## config.mk

```make
export PLATFORM = sky130hd
export DESIGN_NAME = nco_out_serializer_flat
export DESIGN_NICKNAME = d
export VERILOG_FILES = /design/src/rtl/nco_out_serializer_if.sv /design/src/rtl/nco_out_serializer.sv /design/src/flat_wrapper.sv
export SDC_FILE = /design/constraint.sdc
export NUM_CORES = 1
export LEC_CHECK = 0
export ABC_CLOCK_PERIOD_IN_PS = 2390
export CAP_MARGIN = 20
export CORE_MARGIN = 5
export CORE_UTILIZATION = 53
export CTS_CLUSTER_DIAMETER = 30
export DETAILED_ROUTE_END_ITERATION = 10
export PLACE_DENSITY = 0.79
export SLEW_MARGIN = 30
export SYNTH_ARGS = -nofsm -noshare
export SYNTH_HDL_FRONTEND = slang
export SYNTH_SLANG_ARGS = --single-unit
```

## constraint.sdc

```tcl
create_clock -name clk -period 2.39 [get_ports clk]
set_input_delay 0.3585 -clock clk [delete_from_list [all_inputs] [get_ports clk]]
set_output_delay 0.3585 -clock clk [all_outputs]
set_load 0.05 [all_outputs]
```

## src/rtl/nco_out_serializer_if.sv

```systemverilog
// Off-chip nibble pad bus between the NCO output serializer and the
// external receiver.
//
// Signals:
//   Stb  - nibble valid on Dnib (driven by the serializer)
//   Frm  - high with the first (MSB) nibble of each sample
//   Dnib - nibble data, NW bits wide
//   Rdy  - receiver ready for the current nibble (driven by the receiver)
//
// Modports:
//   master - serializer side: drives Stb/Frm/Dnib, samples Rdy
//   slave  - receiver side: samples Stb/Frm/Dnib, drives Rdy
interface nco_out_serializer_if #(
  parameter int NW = 4
) ();

  logic          Stb;
  logic          Frm;
  logic [NW-1:0] Dnib;
  logic          Rdy;

  modport master (
    output Stb,
    output Frm,
    output Dnib,
    input  Rdy
  );

  modport slave (
    input  Stb,
    input  Frm,
    input  Dnib,
    output Rdy
  );

endinterface

```

## src/rtl/nco_out_serializer.sv

```systemverilog
// NCO output serializer.
//
// Takes the 12-bit Dout/Vld sample stream of the NCO output terminal,
// keeps one of every Dec+1 valid samples, buffers the kept samples in a
// DEPTH-entry FIFO and ships each one off-chip as NPK nibbles of NW bits,
// MSB nibble first, over a strobe/frame/ready pad bus.
//
// Ports:
//   clk   - system clock, rising edge
//   rstn  - asynchronous active-low reset
//   Vld   - sample valid from the NCO output terminal
//   Din   - sample data (DW bits)
//   Dec   - decimation: keep 1 of every Dec+1 valid samples
//   Clr   - synchronous clear of Ovf
//   pad   - nibble pad bus (Stb/Frm/Dnib out, Rdy in), master side
//   Ovf   - sticky overflow: an accepted sample was dropped on a full FIFO
//   Lvl   - FIFO occupancy, 0..DEPTH
module nco_out_serializer #(
  parameter  int DW    = 12,
  parameter  int NW    = 4,
  parameter  int NPK   = 3,
  parameter  int DEPTH = 8,
  localparam int AW    = $clog2(DEPTH)
) (
  input  logic                clk,
  input  logic                rstn,
  input  logic                Vld,
  input  logic [DW-1:0]       Din,
  input  logic [3:0]          Dec,
  input  logic                Clr,
  nco_out_serializer_if.master pad,
  output logic                Ovf,
  output logic [AW:0]         Lvl
);

  localparam int              IW       = (NPK > 1) ? $clog2(NPK) : 1;
  localparam logic [IW-1:0]   IDX_LAST = IW'(NPK - 1);
  localparam logic [AW:0]     LVL_FULL = (AW + 1)'(DEPTH);

  typedef enum logic {
    IDLE,
    SEND
  } state_t;

  logic [DW-1:0] mem [DEPTH];
  logic [AW-1:0] wptr;
  logic [AW-1:0] rptr;
  logic [AW:0]   lvl;
  logic [3:0]    dcnt;
  logic          ovf;

  state_t        state;
  state_t        state_n;
  logic [IW-1:0] idx;
  logic [IW-1:0] idx_n;
  logic [DW-1:0] sreg;
  logic [DW-1:0] sreg_n;
  logic          stb;
  logic          stb_n;
  logic          frm;
  logic          frm_n;
  logic [NW-1:0] dnib;
  logic [NW-1:0] dnib_n;

  logic          accept;
  logic          push;
  logic          drop;
  logic          pop;
  logic [DW-1:0] head;

  // Nibble i of a sample, counted from the MSB end.
  function automatic logic [NW-1:0] nib_of(input logic [DW-1:0] s,
                                           input logic [IW-1:0] i);
    logic [DW-1:0] t;
    t = s << (int'(i) * NW);
    return t[DW-1 -: NW];
  endfunction

  assign head   = mem[rptr];
  assign accept = Vld && (dcnt == 4'd0);
  // Full-check uses the pre-edge level, so a pop on the same edge never
  // makes room for a push into a full FIFO.
  assign push   = accept && (lvl != LVL_FULL);
  assign drop   = accept && (lvl == LVL_FULL);

  // The >= compare returns dcnt to 0 even if Dec was lowered below the
  // current count, so a shrinking ratio can never stall acceptance.
  always_ff @(posedge clk or negedge rstn) begin
    if (!rstn) begin
      dcnt <= 4'd0;
    end else if (Vld) begin
      if (dcnt >= Dec) begin
        dcnt <= 4'd0;
      end else begin
        dcnt <= dcnt + 4'd1;
      end
    end
  end

  // FIFO storage carries no reset; occupancy and pointers define validity.
  always_ff @(posedge clk) begin
    if (push) begin
      mem[wptr] <= Din;
    end
  end

  always_ff @(posedge clk or negedge rstn) begin
    if (!rstn) begin
      wptr <= '0;
      rptr <= '0;
      lvl  <= '0;
    end else begin
      if (push) begin
        wptr <= wptr + 1'b1;
      end
      if (pop) begin
        rptr <= rptr + 1'b1;
      end
      case ({push, pop})
        2'b10:   lvl <= lvl + 1'b1;
        2'b01:   lvl <= lvl - 1'b1;
        default: lvl <= lvl;
      endcase
    end
  end

  // A drop on the same edge as Clr leaves the flag set.
  always_ff @(posedge clk or negedge rstn) begin
    if (!rstn) begin
      ovf <= 1'b0;
    end else if (drop) begin
      ovf <= 1'b1;
    end else if (Clr) begin
      ovf <= 1'b0;
    end
  end

  always_ff @(posedge clk or negedge rstn) begin
    if (!rstn) begin
      state <= IDLE;
      idx   <= '0;
      sreg  <= '0;
      stb   <= 1'b0;
      frm   <= 1'b0;
      dnib  <= '0;
    end else begin
      state <= state_n;
      idx   <= idx_n;
      sreg  <= sreg_n;
      stb   <= stb_n;
      frm   <= frm_n;
      dnib  <= dnib_n;
    end
  end

  // Next-state logic also computes the next registered pad values, so the
  // pad outputs change only on edges. Without a transfer everything holds,
  // which keeps Stb/Frm/Dnib stable under backpressure.
  always_comb begin
    state_n = state;
    idx_n   = idx;
    sreg_n  = sreg;
    stb_n   = stb;
    frm_n   = frm;
    dnib_n  = dnib;
    pop     = 1'b0;

    case (state)
      IDLE: begin
        if (lvl != '0) begin
          pop     = 1'b1;
          sreg_n  = head;
          idx_n   = '0;
          state_n = SEND;
          stb_n   = 1'b1;
          frm_n   = 1'b1;
          dnib_n  = nib_of(head, '0);
        end else begin
          stb_n = 1'b0;
          frm_n = 1'b0;
        end
      end

      SEND: begin
        if (pad.Rdy) begin
          if (idx != IDX_LAST) begin
            idx_n  = idx + 1'b1;
            frm_n  = 1'b0;
            dnib_n = nib_of(sreg, idx + 1'b1);
          end else if (lvl != '0) begin
            // Back-to-back: next sample's MSB nibble follows immediately.
            pop    = 1'b1;
            sreg_n = head;
            idx_n  = '0;
            stb_n  = 1'b1;
            frm_n  = 1'b1;
            dnib_n = nib_of(head, '0);
          end else begin
            state_n = IDLE;
            stb_n   = 1'b0;
            frm_n   = 1'b0;
          end
        end
      end

      default: begin
        state_n = IDLE;
        stb_n   = 1'b0;
        frm_n   = 1'b0;
      end
    endcase
  end

  assign pad.Stb  = stb;
  assign pad.Frm  = frm;
  assign pad.Dnib = dnib;
  assign Ovf      = ovf;
  assign Lvl      = lvl;

endmodule
```

## src/flat_wrapper.sv

```systemverilog
// flat-port wrapper written by rule: the top's interface ports become plain ports
module nco_out_serializer_flat 
#(
  parameter  int DW    = 12,
  parameter  int NW    = 4,
  parameter  int NPK   = 3,
  parameter  int DEPTH = 8,
  localparam int AW    = $clog2(DEPTH)
)
  (clk, rstn, Vld, Din, Dec, Clr, Ovf, Lvl, pad_Stb, pad_Frm, pad_Dnib, pad_Rdy);
  nco_out_serializer_if #(.NW(NW)) pad_i ();
  input  logic clk;
  input  logic rstn;
  input  logic Vld;
  input  logic [DW-1:0] Din;
  input  logic [3:0] Dec;
  input  logic Clr;
  output logic Ovf;
  output logic [AW:0] Lvl;
  output wire logic [$bits(pad_i.Stb)-1:0] pad_Stb;
  output wire logic [$bits(pad_i.Frm)-1:0] pad_Frm;
  output wire logic [$bits(pad_i.Dnib)-1:0] pad_Dnib;
  input wire logic [$bits(pad_i.Rdy)-1:0] pad_Rdy;
  assign pad_Stb = pad_i.Stb;
  assign pad_Frm = pad_i.Frm;
  assign pad_Dnib = pad_i.Dnib;
  assign pad_i.Rdy = pad_Rdy;
  nco_out_serializer #(.DW(DW), .NW(NW), .NPK(NPK), .DEPTH(DEPTH)) u_core (.clk(clk), .rstn(rstn), .Vld(Vld), .Din(Din), .Dec(Dec), .Clr(Clr), .pad(pad_i), .Ovf(Ovf), .Lvl(Lvl));
endmodule
```

==> reports/metrics.yaml, run 1 <==
die_y_um: 111
track_usage_pct: 18.0
synth.top_cell.area_share_pct: 53.0
timing.final.hold_violations: 0
outcome: "finished, final reports clean"
tightest_slew_ns: 0.794
grt_setup_unrepaired: "false"
power_density_nw_per_um2: 1230
mostFrequentLayoutCell: "edfxtp_1"
rows: 37
path_clk_slew_ns: 0.06
core-area_um2: 10200
vdd_drop_max_v: 0.000612
drive_gt1_share_pct: 26.1
n_fill_cell: 702
synth-main-ff-cell: "edfxtp_1"
avgViaCountPerCell: 5.59
async_reset_ff_share_pct: 27.3
clkSinkCount: 132
setup_tns_ns: 0
grt_max_degree: 37
drc_errors: 0
yosysUniqueCellTypes: 41
max_freq_ghz: 0.446
grt_pass1_wl_um: 16900
portBuffers: 31
cts-root-buf: "clkbuf_8"
pwr-share-comb_pct: 32.8
post_synth.cell_area_avg_um2: 16.9
cts_buffer_depth: 2
timing.final.crit_share_pct: 93.9
finClkSkew_ns: 0.00703
syn_area_um2: 5440
worstSetupStartpoint: "u_core.Lvl[2]"
critPathRequiredTime_ns: 2.78
r2r_setup_slack_ns: 0.15
yosysTopAreaCell: "edfxtp_1"
endpoint: "u_core.Lvl[2]"
ant_nets: 0
pin_count: 32
crit_fanout: 5
synth_seq_cells: 132
synth_seq_area_share_pct: 69.5
setup_viol: 0
power_uw: 8250
n_antenna_cell: 0
min_path_type: "in -> reg"
syn_nets: 356
p_seq_share_pct: 37.6
criticalPathCategory: "reg -> reg"
post_cts_buffers: 0
hold_ws_ns: 0.448
switchingPower_uw: 2670
yosys_warnings: 0
cell_internal_pwr_uw: 5580
initial_core_util_pct: 53.4
die-area_um2: 12400
antenna_found_initial: 0
swShare_pct: 32.3
cp-end-kind: "flip-flop"
nNetsFinal: 423
r2r_cells: 9
layout_common_cells: "edfxtp_1 (96), dfrtp_1 (32), clkdlybuf4s50_1 (30)"
drtIter0Drc: 190
overflow: 0
post-route-min-period_ns: 2.24
vias: 3006
cts_buffers: 17
grt_pass1_vias: 3166
drv_cap: 0
final_max_slew_viol_count: 0
synth_edf_count: 96
clkLatencyLatePin_ns: 0.51
syn_inst: 322
place.gp.congestion: 0.793
synth_area_leaders: "edfxtp_1 (53%), dfrtp_1 (17%), mux4_2 (9.9%), ha_1 (3.0%), nor2_1 (1.9%)"
drt-pass1-iter-count: 5
rr_endpoint: "u_core.Lvl[2]"
worstPathArrival_ns: 2.64
cts_tree: "yes"
power_leakage_uw: 0.00245
clockPowerShare_pct: 29.6
wl_per_cell_um: 19.0
timing.rr.start: "u_core.Lvl[2]"
startpoint_type: "flip-flop"
routed_wl_um: 10200
hpwlAfterDp_um: 6750
relSlewSlack_pct: 47.1
area_growth_pct: 23.0
die_w_um: 111
htree_num_levels: 4
flip-flops by register name, indices dropped and copies added, names as in the netlist:
name / flops
u_core.idx: 2
u_core.pad.Dnib: 4
u_core.Ovf: 1
u_core.dcnt: 4
u_core.state: 1
u_core.rptr: 3
u_core.wptr: 3
u_core.sreg: 12
u_core.pad.Stb: 1
u_core.mem: 96
u_core.Lvl: 4
u_core.pad.Frm: 1
layout make-up:
class                      instances  area (um^2)  area share, %
inverter                          12         45.0          0.673
clock buffer                      17          414           6.19
multi-input combinational        167         1580           23.6
sequential                       132         3790           56.6
tap                              136          170           2.54
timing repair buffer              59          543           8.11
clock inverter                    15          155           2.32
per-layer routing:
layer	global-route usage [%]	vias to the layer above	share of wire (%)
met5	0	-	0
met4	7.54	0	0.87
met3	4.42	7	5.0
met2	28.6	78	52
met1	24.1	1532	43
li1	-	1389	-
logic make-up after synthesis:
logic type,share of synthesized area [%]
buffers and inverters,2.02
muxes,13.5
AOI/OAI and AO/OA,4.76
DFF,69.5
xor gates and xnor gates,1.45
adders and majority gates,2.99
and+or+nand+nor,5.75
critical path, stage by stage (launching register included):
cell     delay (ns)
dfrtp_2        0.40
or4_4          0.57
and2_4         0.18
ha_4           0.17
xor2_1         0.14
ha_1           0.20
a21oi_2        0.12
xor2_1         0.14
nor2_1         0.06
xor2_1         0.14
cells in the mapped netlist (2+ instances only):
master / count
edfxtp_1: 96
dfrtp_1: 36
nor2_1: 27
mux4_2: 24
a21oi_1: 18
ha_1: 13
inv_1: 12
mux2i_1: 10
nand2_1: 9
mux2_2: 7
nor3_1: 6
xor2_1: 6
nand2b_1: 5
o21ai_0: 5
buf_2: 4
nor2b_1: 4
o22ai_1: 4
a221o_1: 3
clkbuf_1: 3
nand3_1: 3
nand3b_1: 3
xnor2_1: 3
a221oi_1: 2
buf_6: 2
power groups by stage:
| stage | registers (uW) | logic (uW) | clock network, uW |
|---|---|---|---|
| floorplan | 3360 | 1690 | 0 |
| global placement | 3120 | 2610 | 0 |
| detailed placement | 3150 | 2700 | 0 |
| CTS | 3110 | 2730 | 2490 |
| global route | 3150 | 2960 | 2610 |
| finish | 3100 | 2710 | 2440 |
repair_timing:
| action | 4_1_cts | 5_1_grt |
|---|---|---|
| endpoints found under the hold margin | 36 | 0 |
| endpoints found under the setup margin | 0 | 1 |
| hold buffers | 1 | 0 |
| gates resized for setup | 0 | 1 |
how the worst min path moves through the flow:
| stage | start | endpoint | slack, ns | cells past startpoint |
|---|---|---|---|---|
| 6_report | Clr | u_core.Ovf | 0.45 | 2 |
| 5_1_grt | Clr | u_core.Ovf | 0.45 | 2 |
| 4_1_cts | Clr | u_core.Ovf | 0.42 | 2 |
| 3_5_place_dp | u_core.pad.Frm | u_core.pad.Frm | 0.48 | 1 |
| 3_3_place_gp | u_core.pad.Frm | u_core.pad.Frm | 0.46 | 1 |
| 2_1_floorplan | rstn | u_core.Lvl[0] | 0.06 | 0 |
metrics by stage:
stage / area [um^2] / instances / utilization, % / worst slack (ns)
6_report: 6690 / 538 / 65.7 / 0.147
5_1_grt: 6690 / 538 / 65.7 / 0.0545
4_1_cts: 6690 / 538 / 65.7 / 0.141
3_5_place_dp: 6110 / 505 / 60.0 / 0.0175
3_3_place_gp: 6110 / 505 / 60.0 / 0.0657
2_1_floorplan: 5480 / 322 / - / -0.194
No activity file was read; power rests on OpenSTA's default activity.
==> run 2: changes to the inputs <==
--- a/config.mk
+++ b/config.mk
@@ -5,10 +5,10 @@
 export SDC_FILE = /design/constraint.sdc
 export NUM_CORES = 1
 export LEC_CHECK = 0
-export ABC_CLOCK_PERIOD_IN_PS = 2390
+export ABC_CLOCK_PERIOD_IN_PS = 2250
 export CAP_MARGIN = 20
 export CORE_MARGIN = 5
-export CORE_UTILIZATION = 53
+export CORE_UTILIZATION = 55
 export CTS_CLUSTER_DIAMETER = 30
 export DETAILED_ROUTE_END_ITERATION = 10
 export PLACE_DENSITY = 0.79
==> constraint.sdc (replaced) <==
create_clock -name clk -period 2.25 [get_ports clk]
set_input_delay 0.3375 -clock clk [delete_from_list [all_inputs] [get_ports clk]]
set_output_delay 0.3375 -clock clk [all_outputs]
set_load 0.05 [all_outputs]
==> run 2 against run 1 <==
  * Clock skew is 0.0031 ns higher
  * Global-route usage up 1.6 points
  * Final cell count grew 2.2%
  * Critical path depth is the same
  * Cell area is 2.4% higher
  * Wire length rose by 2.5%
==> reports/metrics.yaml, run 2 (same netlist as run 1, synthesis figures left out) <==
slowest_stage: "or4_4"
vdd_drop_max_v: 0.000753  # +23%
drv_cap: 0  # unchanged
top_regs: "u_core.mem: 96 flops, u_core.sreg: 12 flops"
avgViaCountPerCell: 5.54  # -0.88%
layout_common_cells: "edfxtp_1 (96), buf_4 (38), dfrtp_1 (32)"
crit_fanout: 3  # -2
timing.rr.start: "u_core.Lvl[2]"
setup_slack_ns: 0.0463  # -0.100 ns
power_density_nw_per_um2: 1310  # +6.0%
timing.final.hold_violations: 0  # unchanged
outcome: "finished, final reports clean"
area_growth_pct: 26.0
cts_buffer_depth: 2  # unchanged
max_freq_ghz: 0.454  # +1.8%
timing.final.crit_share_pct: 97.9  # +4.1 points
path_buf_inv: 0  # unchanged
layout.cells.non_filler: 550  # +2.2%
critical_path.cell_chain: "or4_4 -> and2_4 -> ha_4 -> xor2_1 -> ha_1 -> a21oi_2 -> xor2_1 -> nor2_1 -> xor2_1"
rr_endpoint: "u_core.Lvl[2]"
grt_pass1_wl_um: 17000  # +0.77%
overflow: 0  # unchanged
slowest_delay_ns: 0.54  # -0.03 ns
track_usage_pct: 19.6  # +1.6 points
nNetsFinal: 438  # +3.5%
initial_core_util_pct: 55.9  # +2.5 points
setup_viol: 0  # unchanged
routed_wl_um: 10500  # +2.5%
die_y_um: 109  # -1.7%
relSlewSlack_pct: 47.0  # -0.10 points
r2r_setup_slack_ns: 0.05  # -0.10 ns
drive_gt1_share_pct: 29.0  # +2.9 points
cp-end-kind: "flip-flop"
startpoint_type: "flip-flop"
pin_count: 32  # unchanged
n_fill_cell: 634  # -9.7%
htree_num_levels: 4  # unchanged
holdPathEnd: "u_core.Ovf"
ant_nets: 0  # unchanged
die-area_um2: 12000  # -3.3%
place.gp.congestion: 0.843  # +6.3%
min_path_type: "in -> reg"
largest_register: "u_core.mem"
mostFrequentLayoutCell: "edfxtp_1"
core-area_um2: 9730  # -4.5%
post-route-min-period_ns: 2.20  # -0.0398 ns
wl_per_cell_um: 19.0  # +0.28%
antenna_found_initial: 0  # unchanged
cp_common_cell: "xor2_1"
drtIter0Drc: 230  # +21%
largest_register_ffs: 96  # unchanged
final_util_pct: 70.5  # +4.8 points
power_leakage_uw: 0.00254  # +3.8%
critPathRequiredTime_ns: 2.65  # -0.13 ns
cts_tree: "yes"
worstPathArrival_ns: 2.60  # -0.04 ns
clkLatencyLatePin_ns: 0.51  # about the same
tightest_slew_ns: 0.795  # +0.00152 ns
hpwlAfterDp_um: 7030  # +4.2%
drt-pass1-iter-count: 4  # -1
drc_errors: 0  # unchanged
rows: 36  # -2.7%
portBuffers: 31  # unchanged
grt_setup_unrepaired: "true"
cts-root-buf: "clkbuf_8"
r2r_cells: 9  # unchanged
finClkSkew_ns: 0.0101  # +0.00309 ns
vias: 3046  # +1.3%
hp-start: "Clr"
holdPathStages: 2  # unchanged
critPathTopFamily: "simple AND/OR/NAND/NOR gates"
final_max_slew_viol_count: 0  # unchanged
die_w_um: 109  # -1.7%
criticalPathCategory: "reg -> reg"
dp_cells: 515  # +2.0%
path_clk_slew_ns: 0.06  # about the same
clkSinkCount: 132  # unchanged
dp_slack_ns: -0.161  # -0.178 ns
grt_max_degree: 37  # unchanged
grt_pass1_vias: 3226  # +1.9%
n_antenna_cell: 0  # unchanged
cts_buffers: 17  # unchanged
run 2: cell types whose count changed in the layout (fill, tap and decap cells not counted), sizes merged:
cell / before / now
dlymetal6s2s: 0 / 1
buf: 28 / 43
inv: 16 / 12
clkdlybuf4s50: 30 / 29
bufinv: 2 / 3
clkinv: 6 / 8
clkinvlp: 3 / 2
clkbuf: 17 / 19
run 2: power by group:
| group | switching (uW) | internal, uW |
|---|---|---|
| registers | 289 | 2990 |
| logic | 1580 | 1430 |
| clock network | 987 | 1680 |
| total | 2860 | 6100 |
run 2: per-layer routing:
metal  part of all wire, %  global-route usage [%]  vias up  wire length [um]
li1                      -                       -     1415                 -
met1                    43                    26.0     1532              4470
met2                    51                    31.8       87              5360
met3                   4.8                    5.05       12               501
met4                   1.4                    6.86        0               144
met5                     0                       0        -                 0
run 2: what timing repair did:
action | CTS | global route
hold buffers | 1 | 0
endpoints found under the hold margin | 36 | 0
setup endpoints to repair | 1 | 3
setup buffers | 0 | 2
resized for setup | 1 | 1
run 2: cell type report:
cell class / count / area, um^2 / share of cell area, %
clock buffer: 19 / 422 / 6.15
multi-input combinational: 167 / 1590 / 23.2
sequential: 132 / 3790 / 55.2
timing repair buffer: 74 / 683 / 9.96
inverter: 12 / 45.0 / 0.657
clock inverter: 13 / 160 / 2.34
tap: 133 / 166 / 2.43
run 2: worst max-delay path by stage:
stage                         from  cells after the start  slack [ns]             to
finish               u_core.Lvl[2]                      9        0.05  u_core.Lvl[2]
global route        u_core.dcnt[1]                     12       -0.03  u_core.Lvl[2]
CTS                  u_core.Lvl[1]                      2        0.04         Lvl[1]
detailed placement             Vld                     11       -0.16  u_core.Lvl[2]
global placement               Vld                     11       -0.04  u_core.Lvl[2]
floorplan            u_core.Lvl[1]                     12       -0.33  u_core.Lvl[2]
run 2: through the flow:
stage / cell area [um^2] / hold WS, ns / power [uW] / TNS [ns]
3_3_place_gp: 6240 / 0.459 / 6190 / -0.0442
6_report: 6860 / 0.406 / 8960 / 0
5_1_grt: 6860 / 0.405 / 9460 / -0.0295
4_1_cts: 6840 / 0.385 / 9010 / 0
3_5_place_dp: 6240 / 0.464 / 6300 / -0.401
2_1_floorplan: 5500 / 0.0419 / 5380 / -1.12
==> run 3: changes to the inputs <==
--- a/config.mk
+++ b/config.mk
@@ -11,6 +11,7 @@
 export CORE_UTILIZATION = 55
 export CTS_CLUSTER_DIAMETER = 30
 export DETAILED_ROUTE_END_ITERATION = 10
+export GPL_TIMING_DRIVEN = 0
 export PLACE_DENSITY = 0.79
 export SLEW_MARGIN = 30
 export SYNTH_ARGS = -nofsm -noshare
==> run 3 against run 2 <==
  * The flow now finishes with violations (setup timing)
  * Sequential share of layout area is 0.35 points higher
  * Non-clock buffer count is 8 lower
  * Largest power group unchanged
  * Total power is 0.15% higher
  * Utilization is 0.42 points lower
  * Combinational power is 8.3% higher
  * Wire length is 6.0% higher
==> reports/metrics.yaml, run 3 (same netlist as run 1, synthesis figures left out) <==
grt_pass1_wl_um: 16900  # -0.53%
finClkSkew_ns: 0.0113  # +0.00123 ns
power_uw: 8980  # +0.15%
largest_register: "u_core.mem"
placed_area_um2: 6000  # -3.9%
cts_buffer_depth: 2  # unchanged
n_antenna_cell: 0  # unchanged
clkLatencyLatePin_ns: 0.52  # about the same
drive_gt1_share_pct: 29.6  # +0.57 points
mostFrequentLayoutCell: "edfxtp_1"
post-route-min-period_ns: 2.30  # +0.0968 ns
min_path_type: "in -> async"
die-area_um2: 12000  # unchanged
outcome: "finished with violations"
final_util_pct: 70.1  # -0.42 points
die_y_um: 109  # unchanged
vias: 3122  # +2.5%
hold_ws_ns: 0.211  # -0.194 ns
nNetsFinal: 431  # -1.6%
grt_setup_unrepaired: "true"
htree_num_levels: 4  # unchanged
grt_pass1_vias: 3130  # -3.0%
setup_slack_ns: -0.0505  # -0.0968 ns
dp_slack_ns: -0.809  # -0.648 ns
drv_cap: 0  # unchanged
vdd_drop_max_v: 0.000723  # -4.0%
core-area_um2: 9730  # unchanged
ant_nets: 0  # unchanged
grt_max_degree: 29  # -22%
crit_fanout: 10  # +7
cts_tree: "yes"
initial_core_util_pct: 55.9  # unchanged
clkSinkCount: 132  # unchanged
power_density_nw_per_um2: 1320  # +0.76%
rows: 36  # unchanged
worstPathArrival_ns: 2.73  # +0.13 ns
n_fill_cell: 621  # -2.1%
track_usage_pct: 19.9  # +0.26 points
tightest_slew_ns: 0.721  # -0.0741 ns
timing.final.hold_violations: 0  # unchanged
hpwlAfterDp_um: 6560  # -6.6%
avgViaCountPerCell: 5.76  # +4.0%
cts-root-buf: "clkbuf_8"
antenna_found_initial: 0  # unchanged
die_w_um: 109  # unchanged
drtIter0Drc: 231  # +0.43%
portBuffers: 31  # unchanged
max_freq_ghz: 0.435  # -4.2%
criticalPathCategory: "reg -> reg"
failed_checks: "setup timing"
path_clk_slew_ns: 0.06  # about the same
pin_count: 32  # unchanged
wl_per_cell_um: 20.5  # +7.5%
largest_register_ffs: 96  # unchanged
top_regs: "u_core.mem: 96 flops, u_core.sreg: 12 flops"
power_leakage_uw: 0.00246  # -3.3%
critPathRequiredTime_ns: 2.68  # +0.03 ns
drc_errors: 0  # unchanged
drt-pass1-iter-count: 4  # unchanged
fin_area_um2: 6820  # -0.60%
relSlewSlack_pct: 51.9  # +4.9 points
setup_viol: 1  # +1
cts_buffers: 17  # unchanged
final_max_slew_viol_count: 0  # unchanged
timing.final.crit_share_pct: 102  # +4.3 points
startpoint_type: "flip-flop"
cp-end-kind: "flip-flop"
overflow: 0  # unchanged
routed_wl_um: 11100  # +6.0%
place.gp.congestion: 0.784  # -7.0%
area_growth_pct: 25.3
layout_common_cells: "edfxtp_1 (96), dfrtp_1 (31), clkdlybuf4s50_1 (30)"
==> run 3: cell types whose count changed in the layout (fill, tap and decap cells not counted), sizes merged <==
cell / before / now
and2: 1 / 2
buf: 43 / 33
bufinv: 3 / 1
clkdlybuf4s50: 29 / 30
clkinv: 8 / 9
clkinvlp: 2 / 3
dlymetal6s2s: 1 / 0
inv: 12 / 13
==> run 3: per-layer routing <==
layer | vias to the layer above | GRT usage [%] | wire length [um] | part of all wire (%)
met5 | - | 0 | 0 | 0
met4 | 0 | 7.75 | 193 | 1.7
met3 | 18 | 4.52 | 528 | 4.8
met2 | 98 | 34.0 | 5880 | 53
met1 | 1601 | 24.8 | 4500 | 41
li1 | 1405 | - | - | -
==> run 3: worst paths after layout <==
check	cells after the start	slack [ns]	end	start
min	2	0.21	u_core.wptr[1]	rstn
max in group asynchronous	3	1.59	u_core.idx[0]	rstn
min in group clk	2	0.43	u_core.Ovf	Clr
max reg2reg	8	-0.05	u_core.Lvl[3]	u_core.Lvl[0]
max	8	-0.05	u_core.Lvl[3]	u_core.Lvl[0]
min reg2reg	1	0.49	u_core.pad.Stb	u_core.pad.Stb
==> run 3: final cells by class <==
type | count | area [um^2] | share of cell area, %
repair buffers | 58 | 548 | 8.04
well taps | 133 | 166 | 2.44
plain buffers | 8 | 38.8 | 0.569
clock inverters | 14 | 115 | 1.69
multi-input cells | 168 | 1700 | 24.9
clock buffers | 17 | 414 | 6.08
flip-flops and latches | 132 | 3790 | 55.6
inverters | 12 | 45.0 | 0.661
==> run 3: worst max-delay path, stage by stage (launching register included) <==
cell	delay, ns
dfrtp_2	0.45
or4_4	0.52
and2_4	0.17
buf_4	0.17
ha_2	0.21
nor2b_1	0.14
o21ai_0	0.13
a21oi_1	0.23
xor2_1	0.19
==> run 3: metrics by stage <==
stage	setup TNS, ns	cells
after global placement	-74.36	486
after detailed placement	-76.11	487
final	-0.0505	542
after CTS	0	533
after global routing	-0.294	542
after floorplan	-1.12	322
==> run 3: repair_timing <==
action / CTS / global route
endpoints found under the hold margin: 36 / 0
hold buffers: 1 / 0
cloned: 1 / 0
pin swaps: 4 / 6
buffers inserted: 16 / 9
endpoints found under the setup margin: 99 / 64
gates resized for setup: 10 / 8
==> run 3: report_power, final <==
part           total (uW)  switching [uW]  internal, uW
logic                3260            1750          1510
clock network        2450            1010          1450
registers            3260             265          3000
